`src/rtl/uart_rx_pkg.sv`:
```
// Shared UART receive definitions: FSM state encoding and frame constants.
// Latency: n/a (types and constants only).
// Backpressure: n/a.
package uart_rx_pkg;

    typedef enum logic [2:0] {
        ST_IDLE,
        ST_START,
        ST_DATA,
        ST_STOP,
        ST_BREAK
    } rx_state_t;

    localparam int   DATA_BITS = 8;
    localparam logic START_LVL = 1'b0;
    localparam logic STOP_LVL  = 1'b1;

endpackage

```
`src/rtl/sync2.sv`:
```
// Generic 2-flop synchronizer for a single asynchronous input bit.
// Latency: 2 clk from input change to q.
// Backpressure: none (free-running).
// Ports: clk, rst (async active-low), d (async input), q (synchronized output).
module sync2 #(
    parameter logic RST_VAL = 1'b0
) (
    input  logic clk,
    input  logic rst,
    input  logic d,
    output logic q
);

    logic meta;

    always_ff @(posedge clk or negedge rst) begin
        if (!rst) begin
            meta <= RST_VAL;
            q    <= RST_VAL;
        end else begin
            meta <= d;
            q    <= meta;
        end
    end

endmodule

```
`src/rtl/uart_rx.sv`:
```
// 8N1 serial receiver: mid-bit sampling into a one-entry holding register with valid/ack.
// Latency: rx_valid rises 1 clk after the stop-bit sample (~9.5 bit periods + 3 clk after start edge).
// Backpressure: none on the line; a good frame arriving while rx_valid=1 and no ack is dropped with rx_overrun.
// Ports: clk, rst (async active-low), rx (async serial in, idle high), rx_data/rx_valid/rx_ack
//        (holding register handshake), rx_ferr (stop-bit-low pulse), rx_overrun (dropped-byte pulse).
module uart_rx
    import uart_rx_pkg::*;
#(
    parameter int CLKS_PER_BIT = 12
) (
    input  logic       clk,
    input  logic       rst,
    input  logic       rx,
    output logic [7:0] rx_data,
    output logic       rx_valid,
    input  logic       rx_ack,
    output logic       rx_ferr,
    output logic       rx_overrun
);

    localparam int CW = $clog2(CLKS_PER_BIT);
    localparam int IW = $clog2(DATA_BITS);

    localparam logic [CW-1:0] CNT_FULL = CW'(CLKS_PER_BIT - 1);
    // First sample lands half a bit after the detected start edge.
    localparam logic [CW-1:0] CNT_HALF = CW'(CLKS_PER_BIT / 2 - 1);
    localparam logic [CW-1:0] CNT_ONE  = CW'(1);
    localparam logic [IW-1:0] IDX_LAST = IW'(DATA_BITS - 1);
    localparam logic [IW-1:0] IDX_ONE  = IW'(1);

    logic                 rxs;
    rx_state_t            state;
    logic [CW-1:0]        cnt;
    logic [IW-1:0]        idx;
    logic [DATA_BITS-1:0] shreg;
    logic                 done;   // good frame completed, shreg holds the byte

    // Line idles high, so the synchronizer resets high to avoid a false start.
    sync2 #(.RST_VAL(1'b1)) u_sync_rx (
        .clk (clk),
        .rst (rst),
        .d   (rx),
        .q   (rxs)
    );

    always_ff @(posedge clk or negedge rst) begin
        if (!rst) begin
            state   <= ST_IDLE;
            cnt     <= '0;
            idx     <= '0;
            shreg   <= '0;
            done    <= 1'b0;
            rx_ferr <= 1'b0;
        end else begin
            done    <= 1'b0;
            rx_ferr <= 1'b0;
            case (state)
                ST_IDLE: begin
                    if (rxs == START_LVL) begin
                        state <= ST_START;
                        cnt   <= CNT_HALF;
                    end
                end
                ST_START: begin
                    if (cnt != '0) begin
                        cnt <= cnt - CNT_ONE;
                    end else if (rxs == START_LVL) begin
                        state <= ST_DATA;
                        idx   <= '0;
                        cnt   <= CNT_FULL;
                    end else begin
                        // Start bit gone by mid-bit: treat as a glitch.
                        state <= ST_IDLE;
                    end
                end
                ST_DATA: begin
                    if (cnt != '0) begin
                        cnt <= cnt - CNT_ONE;
                    end else begin
                        shreg[idx] <= rxs;
                        cnt        <= CNT_FULL;
                        if (idx == IDX_LAST) begin
                            state <= ST_STOP;
                        end else begin
                            idx <= idx + IDX_ONE;
                        end
                    end
                end
                ST_STOP: begin
                    if (cnt != '0) begin
                        cnt <= cnt - CNT_ONE;
                    end else if (rxs == STOP_LVL) begin
                        done  <= 1'b1;
                        state <= ST_IDLE;
                    end else begin
                        rx_ferr <= 1'b1;
                        state   <= ST_BREAK;
                    end
                end
                ST_BREAK: begin
                    // Hold off until the line returns high so a long break reports once.
                    if (rxs == STOP_LVL) begin
                        state <= ST_IDLE;
                    end
                end
                default: state <= ST_IDLE;
            endcase
        end
    end

    // Holding register: an ack in the completion cycle frees the slot for the new byte.
    always_ff @(posedge clk or negedge rst) begin
        if (!rst) begin
            rx_data    <= '0;
            rx_valid   <= 1'b0;
            rx_overrun <= 1'b0;
        end else begin
            rx_overrun <= 1'b0;
            if (done) begin
                if (!rx_valid || rx_ack) begin
                    rx_data  <= shreg;
                    rx_valid <= 1'b1;
                end else begin
                    rx_overrun <= 1'b1;
                end
            end else if (rx_ack) begin
                rx_valid <= 1'b0;
            end
        end
    end

endmodule

```
`config.mk`:
```
export PLATFORM = sky130hd
export DESIGN_NAME = uart_rx
export DESIGN_NICKNAME = d
export VERILOG_FILES = /design/src/rtl/uart_rx_pkg.sv /design/src/rtl/sync2.sv /design/src/rtl/uart_rx.sv
export SDC_FILE = /design/constraint.sdc
export NUM_CORES = 1
export LEC_CHECK = 0
export ABC_AREA = 1
export ABC_CLOCK_PERIOD_IN_PS = 2590
export BUFFER_PORTS_ARGS = -buffer_cell sky130_fd_sc_hd__buf_4
export CAP_MARGIN = 20
export CORE_MARGIN = 8
export CORE_UTILIZATION = 24
export CTS_BUF_LIST = sky130_fd_sc_hd__clkbuf_4
export DETAILED_ROUTE_END_ITERATION = 8
export SLEW_MARGIN = 10
export SYNTH_ARGS = -nofsm -noshare
export SYNTH_HDL_FRONTEND = slang
export SYNTH_SLANG_ARGS = --single-unit
```
`constraint.sdc`:
```
create_clock -name clk -period 2.59 [get_ports clk]
set_input_delay 0.1295 -clock clk [delete_from_list [all_inputs] [get_ports clk]]
set_output_delay 0.1295 -clock clk [all_outputs]
set_load 0.01 [all_outputs]
```
==> flow_metrics.py, run 1 <==
metrics = {
    "power": {
        "power.share.combinational": 0.367,
        "p_seq_frac": 0.466,
        "fin_total_pwr_mw": 1.50,
        "pwr-share-clk": 0.167,
        "p_leak_nw": 0.966,
        "sw_frac_of_total": 0.398,
        "p_sw_mw": 0.598,
        "p_int_mw": 0.903,
        "peakVddDrop_v": 0.000196,
        "powerDensity_mw_per_mm2": 827,
    },
    "floorplanning": {
        "die-height_um": 96.5,
        "dieArea_mm2": 0.00931,
        "initial_utilization": 0.246,
        "core.rowCount": 29,
        "ioPinCount": 15,
        "core_area_mm2": 0.00631,
        "dieWidth_um": 96.5,
    },
    "place": {
        "io_buffers": 14,
        "finalWeightedCongestion": 0.783,
        "dp_hpwl_um": 2240,
        "placed_area_mm2": 0.00175,
        "place_inst": 269,
    },
    "synthesis": {
        "yosys.area_share.simple": 0.283,
        "ys_warn_count": 0,
        "synthAdderAreaFrac": 0.0322,
        "synth_nets": 187,
        "synthCells": 179,
        "synth_compound_area_frac": 0.0499,
        "syn_avg_cell_area_um2": 8.68,
        "syn_area_mm2": 0.00155,
        "synth_top_family_by_area": "simple AND/OR/NAND/NOR gates",
        "yosys-mux-area-fraction": 0.0580,
        "yosysSeqAreaShare": 0.517,
        "synth-edff-count": 0,
        "ys.flop_type": "dfrtp_1",
        "ys_async_sr_fraction": 1.00,
        "synth-seq-cells": 32,
        "synth_cell_types": 21,
        "yosys.area_share.xor_xnor": 0.00564,
    },
    "critical_path": {
        "reg2reg_slack_ps": 1110,
        "crit_path_top_delay_cell": "dfrtp_1",
        "crit_required_ps": 2810,
        "rr_endpoint": "idx[0]",
        "slowest_delay_ps": 490,
        "worstPathMaxFanout": 8,
        "critical_path_arrival_ps": 1700,
        "crit_path_end_kind": "flip-flop",
        "rr_worst_depth": 6,
        "crit_start": "idx[0]",
        "cp_cell_sequence": "ha_1, ha_1, nand4_1, nand4_1, nand2_1, nand2_1",
        "critical_path_class": "reg2reg",
        "rr_startpoint": "idx[0]",
        "worstSetupStartpointType": "flip-flop",
    },
    "detailed_routing": {
        "dr.pass1.iters": 4,
        "routed_wl_um": 2940,
        "ant_nets": 0,
        "via_count": 1193,
        "vias_per_cell": 4.29,
        "wl_per_cell_um": 10.6,
        "drt_iter0_markers": 83,
        "drc": 0,
    },
    "finish": {
        "final_nets": 209,
        "drive_above_1_share": 0.214,
        "final_cell_mix": "nand2_1, dfrtp_1, inv_1",
        "antennaDiodeCount": 0,
        "n_fill_cell": 685,
        "fin_cells": 278,
        "final_common_cell": "nand2_1",
        "syn2layout_area_growth_pct": 16.8,
        "design_area_mm2": 0.00182,
    },
    "clock_tree": {
        "clock_path_buffers": 2,
        "clock-root-buffer": "clkbuf_4",
        "clock-sinks": 32,
        "cts_setup_buffers": 0,
        "cts.clk_slew.worst_paths_ps": 80,
        "clk-insertion-delay-late_ps": 320,
        "numCtsBuffers": 5,
        "cts_tree": "built",
        "h-tree-depth": 2,
    },
    "sta": {
        "fin_crit_ps": 1480,
        "whs_ps": 67.0,
        "fin_crit_sh": 0.571,
        "tns_ps": 0,
        "slew_headroom": 0.706,
        "final.setup_skew_ps": 8.19,
        "worst_pin_slew_ps": 440,
        "setup_viol": 0,
        "rsz0062_at_grt": "no",
        "slew_viol_final": 0,
        "hold_viol": 0,
        "timing.fmax_mhz": 676,
    },
    "worst_hold_path": {
        "hold_path.class": "in2reg",
        "worstHoldPathCells": 4,
        "hp-start": "rx_ack",
        "hold_end": "rx_overrun",
    },
    "global_routing": {
        "antenna_found_initial": 0,
        "grt_pass1_wl_um": 5350,
        "grt_usage": 0.0730,
        "grt-ovfl-total": 0,
        "grt_max_degree": 33,
        "grt_pass1_vias": 1246,
    },
    "run_status": {
        "status": "completed",
    },
    "run": {
        "cap_violations": 0,
    },
}
## stage by stage
| step | utilization | setup slack [ps] |
|---|---|---|
| 6_report | 0.288 | 1110 |
| 5_1_grt | 0.288 | 986 |
| 4_1_cts | 0.288 | 1100 |
| 3_5_place_dp | 0.277 | 1120 |
| 3_3_place_gp | 0.277 | 1130 |
| 2_1_floorplan | - | 1280 |
## routing by layer
layer / share of wire / vias to the layer above / track usage / routed length [um]
met3: 0.065 / 6 / 0.0294 / 191
li1: - / 612 / - / -
met1: 0.45 / 554 / 0.0768 / 1320
met5: 0 / - / 0 / 0
met4: 0.012 / 0 / 0.0353 / 36
met2: 0.47 / 21 / 0.125 / 1390
## how the worst max path moves through the flow
stage / to
6_report: idx[0]
5_1_grt: idx[0]
4_1_cts: cnt[3]
3_5_place_dp: idx[0]
3_3_place_gp: state[1]
2_1_floorplan: idx[0]
## worst max-delay path: cells and delay by family, from the launching register on
family                     cells  cell delay (ps)
DFF                            1              490
adders and majority gates      2              460
and+or+nand+nor                4              450
## layout make-up
cell class	instances	area [um^2]	share of cell area
clock buffers	5	37.5	0.0207
clock inverters	2	7.51	0.00414
inverters	21	78.8	0.0434
multi-input cells	125	667	0.367
flip-flops and latches	32	803	0.442
well taps	77	96.3	0.0531
repair buffers	16	125	0.0689
## kinds of logic after synthesis
| kind of cell | after synthesis |
|---|---|
| XOR/XNOR | 1 |
| AO/OA/AOI/OAI | 14 |
| flip-flops | 32 |
| buffers and inverters | 22 |
| multiplexers | 8 |
| AND/OR/NAND/NOR | 98 |
| adder cells (fa/ha/maj) | 4 |
## state kept, by name (all words and copies together) (netlist names)
register / cells
rx_valid: 1
rx_overrun: 1
u_sync_rx.meta: 1
done: 1
shreg: 8
u_sync_rx.q: 1
cnt: 4
rx_ferr: 1
state: 3
rx_data: 8
idx: 3
## timing repair
action	in CTS	in global routing
hold buffers	2	0
gates resized for setup	0	0
hold endpoints to repair	31	0
setup endpoints to repair	0	0
## power groups by stage
stage	clock network, mW	registers (mW)	logic, mW
4_1_cts	0.265	0.703	0.559
3_5_place_dp	0	0.713	0.556
3_3_place_gp	0	0.708	0.541
6_report	0.250	0.700	0.551
2_1_floorplan	0	0.691	0.437
5_1_grt	0.286	0.719	0.640
## cells in the mapped netlist (3+ instances only)
master	instances	share of area
dfrtp_1	30	0.48
o21ai_1	7	0.023
nand3_1	16	0.052
nor2_2	3	0.012
inv_2	4	0.0097
o21ai_0	5	0.016
mux2_2	8	0.058
nor2_1	16	0.039
ha_1	4	0.032
nand2_1	55	0.13
inv_1	17	0.041
Note: power is estimated with default switching activity, not from simulation.
==> inputs of run 2 (changes only) <==
Settings changed: ABC_CLOCK_PERIOD_IN_PS 2590 to 1500.
Clock period 2.59 ns to 1.5 ns, I/O delays scaled along.
==> flow_metrics.py, run 2 (synthesis gave the netlist of run 1 again) <==
metrics = {
    "critical_path": {
        "crit_required_ps": 1730,
        "critical_path_arrival_ps": 1580,
        "critical_path_class": "reg2reg",
        "worstPathMaxFanout": 6,
        "crit_path_end_kind": "flip-flop",
        "worstSetupStartpointType": "flip-flop",
        "rr_worst_depth": 7,
    },
    "global_routing": {
        "grt-ovfl-total": 0,
        "grt_pass1_vias": 1233,
        "grt_max_degree": 33,
        "antenna_found_initial": 0,
        "grt_usage": 0.0781,
        "grt_pass1_wl_um": 5710,
    },
    "sta": {
        "slew_headroom": 0.734,
        "hold_viol": 0,
        "worst_pin_slew_ps": 398,
        "tns_ps": 0,
        "slew_viol_final": 0,
        "final.setup_skew_ps": 7.66,
        "setup_viol": 0,
        "fin_crit_ps": 1340,
        "whs_ps": 190,
        "fin_crit_sh": 0.896,
        "timing.fmax_mhz": 744,
        "rsz0062_at_grt": "no",
    },
    "run_status": {
        "status": "completed",
    },
    "detailed_routing": {
        "wl_per_cell_um": 10.6,
        "drc": 0,
        "dr.pass1.iters": 4,
        "drt_iter0_markers": 39,
        "routed_wl_um": 3000,
        "via_count": 1216,
        "vias_per_cell": 4.28,
        "ant_nets": 0,
    },
    "floorplanning": {
        "core.rowCount": 29,
        "dieWidth_um": 96.5,
        "dieArea_mm2": 0.00931,
        "die-height_um": 96.5,
        "ioPinCount": 15,
        "core_area_mm2": 0.00631,
        "initial_utilization": 0.246,
    },
    "power": {
        "p_seq_frac": 0.405,
        "sw_frac_of_total": 0.381,
        "peakVddDrop_v": 0.000335,
        "p_int_mw": 1.81,
        "p_sw_mw": 1.11,
        "fin_total_pwr_mw": 2.92,
        "powerDensity_mw_per_mm2": 1530,
        "pwr-share-clk": 0.232,
        "power.share.combinational": 0.363,
        "p_leak_nw": 1.00,
    },
    "finish": {
        "drive_above_1_share": 0.251,
        "utilization": 0.303,
        "final_nets": 214,
        "reg_top3": "rx_data x8, shreg x8, cnt x4",
        "final_common_cell": "nand2_1",
        "syn2layout_area_growth_pct": 22.9,
        "design_area_mm2": 0.00191,
        "final_cell_mix": "nand2_1, dfrtp_1, buf_4",
        "antennaDiodeCount": 0,
    },
    "worst_hold_path": {
        "hold_path.class": "in2async",
    },
    "clock_tree": {
        "clock-sinks": 32,
        "clk-insertion-delay-late_ps": 350,
        "clock-root-buffer": "clkbuf_4",
        "clock_path_buffers": 2,
        "cts_tree": "built",
        "h-tree-depth": 2,
        "cts.clk_slew.worst_paths_ps": 110,
        "numCtsBuffers": 5,
    },
    "place": {
        "placed_area_mm2": 0.00177,
        "finalWeightedCongestion": 0.839,
        "dp_hpwl_um": 2170,
        "io_buffers": 14,
    },
    "run": {
        "cap_violations": 0,
    },
}
==> run 2: cell type report <==
class	instances	area, um^2
fillers	673	4400
repair buffers	20	158
repair inverters	1	7.51
multi-input cells	125	684
clock buffers	6	45.0
inverters	21	81.3
clock inverters	2	35.0
flip-flops and latches	32	803
well taps	77	96.3
==> run 2: path summary, 6_finish.rpt <==
path | from | endpoint | slack [ps]
worst min-delay path | rst | done | 190
worst max register to register | cnt[0] | shreg[0] | 160
max in group asynchronous | rst | u_sync_rx.meta | 980
worst max-delay path | cnt[0] | shreg[0] | 160
min in group clk | u_sync_rx.meta | u_sync_rx.q | 350
worst min register to register | u_sync_rx.meta | u_sync_rx.q | 350
==> run 2: worst max-delay path, stage by stage (launching register included) <==
cell and delay, ps:
dfrtp_1 420, inv_2 90, ha_2 190, nand3_4 130
nor2_4 160, nand3_1 110, nand2_1 70, o21ai_1 60
==> run 2: power by group through the flow <==
stage	combinational (mW)	sequential, mW	clock (mW)
6_report	1.06	1.18	0.679
5_1_grt	1.26	1.22	0.745
4_1_cts	1.03	1.18	0.705
3_5_place_dp	1.01	1.20	0
3_3_place_gp	1.00	1.19	0
2_1_floorplan	0.754	1.19	0
==> run 2: stage by stage <==
stage | cells | setup WS (ps)
floorplan | 179 | 195
global placement | 272 | 137
detailed placement | 272 | 96.3
CTS | 283 | 76.7
global route | 284 | 3.79
finish | 284 | 156
==> run 2: per-layer routing <==
metal / part of all wire / vias up / track usage
li1: - / 628 / -
met1: 0.44 / 548 / 0.0921
met2: 0.47 / 33 / 0.126
met3: 0.068 / 7 / 0.0255
met4: 0.018 / 0 / 0.0353
met5: 0 / - / 0
==> run 2: repair_timing <==
| action | in CTS | in global routing |
|---|---|---|
| hold buffers | 3 | 0 |
| hold endpoints to repair | 35 | 0 |
| buffers inserted | 0 | 0 |
| gates resized for setup | 0 | 5 |
| endpoints found under the setup margin | 0 | 9 |
